### src/rtl/rx_timer.sv
// rx_timer: enabled-cycle counter; registered one-cycle timer_out pulse plus sticky expired on wrap, no backpressure.
// Optional RX_TIMER_DEBUG_EN exposes the live counter on count; otherwise count is tied to 0.
module rx_timer #(
  parameter int TIMER_WIDTH = 12
) (
  input  logic                   clk,
  input  logic                   reset,
  input  logic                   enable,
  input  logic                   clear,
  output logic                   timer_out,
  output logic                   expired,
  output logic [TIMER_WIDTH-1:0] count
);

  localparam logic [TIMER_WIDTH-1:0] TERMINAL = {TIMER_WIDTH{1'b1}};

  logic [TIMER_WIDTH-1:0] counter;
  logic                   at_terminal;

  assign at_terminal = (counter == TERMINAL);

  // clear outranks enable, so a clear landing on terminal count suppresses the pulse
  always_ff @(posedge clk or posedge reset) begin
    if (reset) begin
      counter   <= '0;
      timer_out <= 1'b0;
      expired   <= 1'b0;
    end else if (clear) begin
      counter   <= '0;
      timer_out <= 1'b0;
      expired   <= 1'b0;
    end else if (enable) begin
      if (at_terminal) begin
        counter   <= '0;
        timer_out <= 1'b1;
        expired   <= 1'b1;
      end else begin
        counter   <= counter + 1'b1;
        timer_out <= 1'b0;
      end
    end else begin
      timer_out <= 1'b0;
    end
  end

`ifdef RX_TIMER_DEBUG_EN
  assign count = counter;
`else
  assign count = '0;
`endif

endmodule

### config.mk
export PLATFORM = sky130hd
export DESIGN_NAME = rx_timer
export DESIGN_NICKNAME = d
export VERILOG_FILES = /design/src/rtl/rx_timer.sv
export SDC_FILE = /design/constraint.sdc
export NUM_CORES = 1
export LEC_CHECK = 0
export CORE_MARGIN = 2
export CORE_UTILIZATION = 48
export CTS_CLUSTER_SIZE = 40
export DETAILED_ROUTE_END_ITERATION = 12
export GPL_TIMING_DRIVEN = 0
export HOLD_SLACK_MARGIN = 0.02
export PLACE_DENSITY_LB_ADDON = 0.12
export SETUP_SLACK_MARGIN = 0.1
export SYNTH_ARGS = -nofsm -noshare
export SYNTH_HDL_FRONTEND = slang
export SYNTH_SLANG_ARGS = --single-unit
### constraint.sdc
create_clock -name clk -period 1.95 [get_ports clk]
set_input_delay 0.585 -clock clk [delete_from_list [all_inputs] [get_ports clk]]
set_output_delay 0.585 -clock clk [all_outputs]
set_load 0.01 [all_outputs]
==> flow_metrics.env <==
export IMPL_outcome="finished, final reports clean"
export IMPL_vdd_drop_max_mv=0.432
export IMPL_placement_io_buffers=4
export IMPL_crit_chain="clkdlybuf4s50_1"
export IMPL_setup_slack_ns=0.204
export IMPL_groute_layer_met3_usage_pct=4.90
export IMPL_final_nets=107
export IMPL_setup_viol=0
export IMPL_place_gp_congestion=0.692
export IMPL_critPathMaxFanout=2
export IMPL_worst_slew_pin_slew_ns=0.522
export IMPL_regToRegStartpoint="counter[3]"
export IMPL_setup_worst_path_start="expired"
export IMPL_tritoncts="yes"
export IMPL_ys_seq_elements=14
export IMPL_drc_errors=0
export IMPL_grtUsageTotal_pct=15.5
export IMPL_rsz0062_at_grt="no"
export IMPL_grt_overflow=0
export IMPL_timing_critical_path_to_type="output port"
export IMPL_power_per_cell_area_mw_per_mm2=607
export IMPL_flow_area_growth_from_synthesis_pct=19.4
export IMPL_critPathTopFamily="buffers and inverters"
export IMPL_cts_reportedPaths_clkPinSlew_ns=0.09
export IMPL_detail_route_antenna_nets=0
export IMPL_groute_layer_met1_usage_pct=17.6
export IMPL_via_count_of_the_first_global_routing_pass=530
export IMPL_routed_wirelength_um=1310
export IMPL_total_cts_buffers=3
export IMPL_crit_cells=1
export IMPL_cts_htree_levels=1
export IMPL_first_pass_grt_wire_length_um=2200
export IMPL_utilization_pct=61.2
export IMPL_clock_sinks=14
export IMPL_io_pins=18
export IMPL_dpl_worst_slack_ns=-0.311
export IMPL_drt_iter0_markers=10
export IMPL_end_of_the_critical_path="expired"
export IMPL_die_ar_mm2=0.00197
export IMPL_grt_antenna_before_repair=0
export IMPL_critical_path_arrival_ns=1.16
export IMPL_grtUsageMet2_pct=28.2
export IMPL_yosys_warnings=0
export IMPL_power_leakage_nw=0.458
export IMPL_ff2ff_setup_slack_ns=0.25
export IMPL_hold_class="flop to flop"
export IMPL_worst_clock_skew_ns=0.000940
export IMPL_crit_path_top_delay_cell="sky130_fd_sc_hd__clkdlybuf4s50_1"
export IMPL_r2r_end="expired"
export IMPL_route_vias_total=569
export IMPL_grt_start_max_net_pins=15
export IMPL_synthesis_area_per_instance_um2=9.65
export IMPL_avgViaCountPerCell=4.86
export IMPL_syn_area_um2=782
export IMPL_number_of_instances_in_the_synthesized_netlist=81
export IMPL_yosysSeqAreaShare_pct=44.8
export IMPL_wl_per_cell_um=11.2
export IMPL_floorplan_core_area_mm2=0.00152
export IMPL_rr_worst_depth=4
export IMPL_die_width_um=44.4
export IMPL_floorplan_initialDensity_pct=51.3
export IMPL_die_height_um=44.4
export IMPL_required_ns=1.36
export IMPL_grt_busiest_layer="met2"
export IMPL_timing_max_transition_violations_final=0
export IMPL_num_rows=14
export IMPL_critPathLaunchType="flop"
export IMPL_final_period_utilization_pct=89.5
export IMPL_dp_hpwl_um=1000
export IMPL_post_cts_hold_buffer_count=0
export IMPL_final_hold_viol_count=0
export IMPL_post_synth_num_cell_types=26
export IMPL_timing_max_slew_rel_slack_pct=65.1
export IMPL_timing_fmax_mhz=573
export IMPL_fraction_of_layout_cells_with_a_size_suffix_above_1_pct=22.8
export IMPL_critical_path_n_buffers_inverters=1
export IMPL_max_clock_path_buffers=2
export IMPL_worstSkewPairLatency_ns=0.28
export IMPL_critical_path_max_stage_delay_ns=0.53
export IMPL_diodes=0
export IMPL_finalWorstPathRequiredPeriod_ns=1.75
export IMPL_drv_cap=0
export IMPL_cts_root_buffer="sky130_fd_sc_hd__clkbuf_4"
export IMPL_drt_first_pass_iters=4
export IMPL_worst_setup_path_type="flop to output port"
[power breakdown]
group / leakage [nW] / switching [mW] / internal [mW]
registers: 0.194 / 0.00310 / 0.293
logic: 0.242 / 0.0307 / 0.0249
clock network: 0.0210 / 0.101 / 0.114
total: 0.458 / 0.135 / 0.432
[what timing repair did]
action                                  4_1_cts  5_1_grt
resized for setup                             1        1
endpoints found under the setup margin        1        5
pin swaps                                     1        0
setup buffers                                 1        0
[flip-flops by register name, summed over array words and instances (netlist names)]
register	count
counter	12
expired	1
timer_out	1
[logic make-up after synthesis]
kind of cell / synth area share, %
buf+inv: 14.1
xor+xnor: 10.1
fa+ha+maj: 1.60
compound gates: 7.84
flops: 44.8
simple gates: 21.1
other cells: 0.480
[metal layers]
layer,vias to the layer above,part of all wire [%]
met5,-,0
met4,0,0.46
met2,17,48
met3,2,6.1
li1,282,-
met1,268,45
[cells in the final DEF, fill, tap and decap left out, types with 2 or more instances in the layout]
cell and n:
sky130_fd_sc_hd__nand3_1 2, sky130_fd_sc_hd__dfrtp_1 14, sky130_fd_sc_hd__nand2_1 8, sky130_fd_sc_hd__inv_1 4, sky130_fd_sc_hd__xor2_1 4, sky130_fd_sc_hd__clkdlybuf4s50_1 3
sky130_fd_sc_hd__a21oi_1 3, sky130_fd_sc_hd__conb_1 12, sky130_fd_sc_hd__xnor2_1 5, sky130_fd_sc_hd__clkbuf_4 3, sky130_fd_sc_hd__buf_4 13, sky130_fd_sc_hd__nor2_1 12
[tightest hold or removal path, delay by kind of cell (launching register included)]
| kind | cells | cell delay [ns] |
|---|---|---|
| AO/OA/AOI/OAI | 1 | 0.05 |
| flip-flops | 1 | 0.38 |
| buffers and inverters | 1 | 0.06 |
[final cells by class]
| cell class | count | area [um2] |
|---|---|---|
| Multi-Input combinational cell | 61 | 370 |
| Sequential cell | 14 | 350 |
| Inverter | 4 | 15.0 |
| Fill cell | 139 | 591 |
| Clock buffer | 4 | 36.3 |
| Buffer | 13 | 95.1 |
| Tap cell | 16 | 20.0 |
| Timing Repair Buffer | 5 | 46.3 |
[through the flow]
step           area, um2  total power, mW  std cells  hold slack (ns)  setup TNS, ns
6_report             933            0.567        117            0.522              0
5_1_grt              933            0.589        117            0.550              0
3_5_place_dp         883            0.356        112            0.511         -0.664
2_1_floorplan        823            0.346         92            0.474              0
4_1_cts              926            0.566        117            0.525              0
3_3_place_gp         883            0.355        112            0.505         -0.688
[worst min path at each step]
stage                     slack, ns         end     from  depth (start not counted)
after floorplan                0.47  counter[0]    reset                          1
after global placement         0.50     expired  expired                          2
after detailed placement       0.51     expired  expired                          2
after CTS                      0.52     expired  expired                          2
after global routing           0.55     expired  expired                          2
final                          0.52     expired  expired                          2
[cells in the mapped netlist]
| master | count | area [um2] |
|---|---|---|
| sky130_fd_sc_hd__o21bai_2 | 1 | 11.3 |
| sky130_fd_sc_hd__nand2_1 | 8 | 30.0 |
| sky130_fd_sc_hd__ha_1 | 1 | 12.5 |
| sky130_fd_sc_hd__a21oi_1 | 3 | 15.0 |
| sky130_fd_sc_hd__nand4_1 | 1 | 6.26 |
| sky130_fd_sc_hd__xor2_1 | 4 | 35.0 |
| sky130_fd_sc_hd__buf_4 | 12 | 90.1 |
| sky130_fd_sc_hd__nand3_1 | 2 | 10.0 |
| sky130_fd_sc_hd__nor3b_1 | 1 | 7.51 |
| sky130_fd_sc_hd__nor2_1 | 12 | 45.0 |
| sky130_fd_sc_hd__buf_2 | 1 | 5.00 |
| sky130_fd_sc_hd__or2_1 | 1 | 6.26 |
| sky130_fd_sc_hd__a21oi_2 | 1 | 8.76 |
| sky130_fd_sc_hd__o31ai_1 | 1 | 7.51 |
| sky130_fd_sc_hd__nand3b_1 | 1 | 7.51 |
| sky130_fd_sc_hd__or4_4 | 1 | 11.3 |
| sky130_fd_sc_hd__conb_1 | 1 | 3.75 |
| sky130_fd_sc_hd__o211a_1 | 1 | 10.0 |
| sky130_fd_sc_hd__or4_2 | 1 | 8.76 |
| sky130_fd_sc_hd__dfrtp_1 | 14 | 350 |
| sky130_fd_sc_hd__o2111ai_1 | 1 | 8.76 |
| sky130_fd_sc_hd__xnor2_1 | 5 | 43.8 |
| sky130_fd_sc_hd__nor4_1 | 1 | 6.26 |
| sky130_fd_sc_hd__nor3_1 | 1 | 5.00 |
| sky130_fd_sc_hd__nand4_4 | 1 | 21.3 |
| sky130_fd_sc_hd__inv_1 | 4 | 15.0 |
No activity file was read; power rests on OpenSTA's default activity.
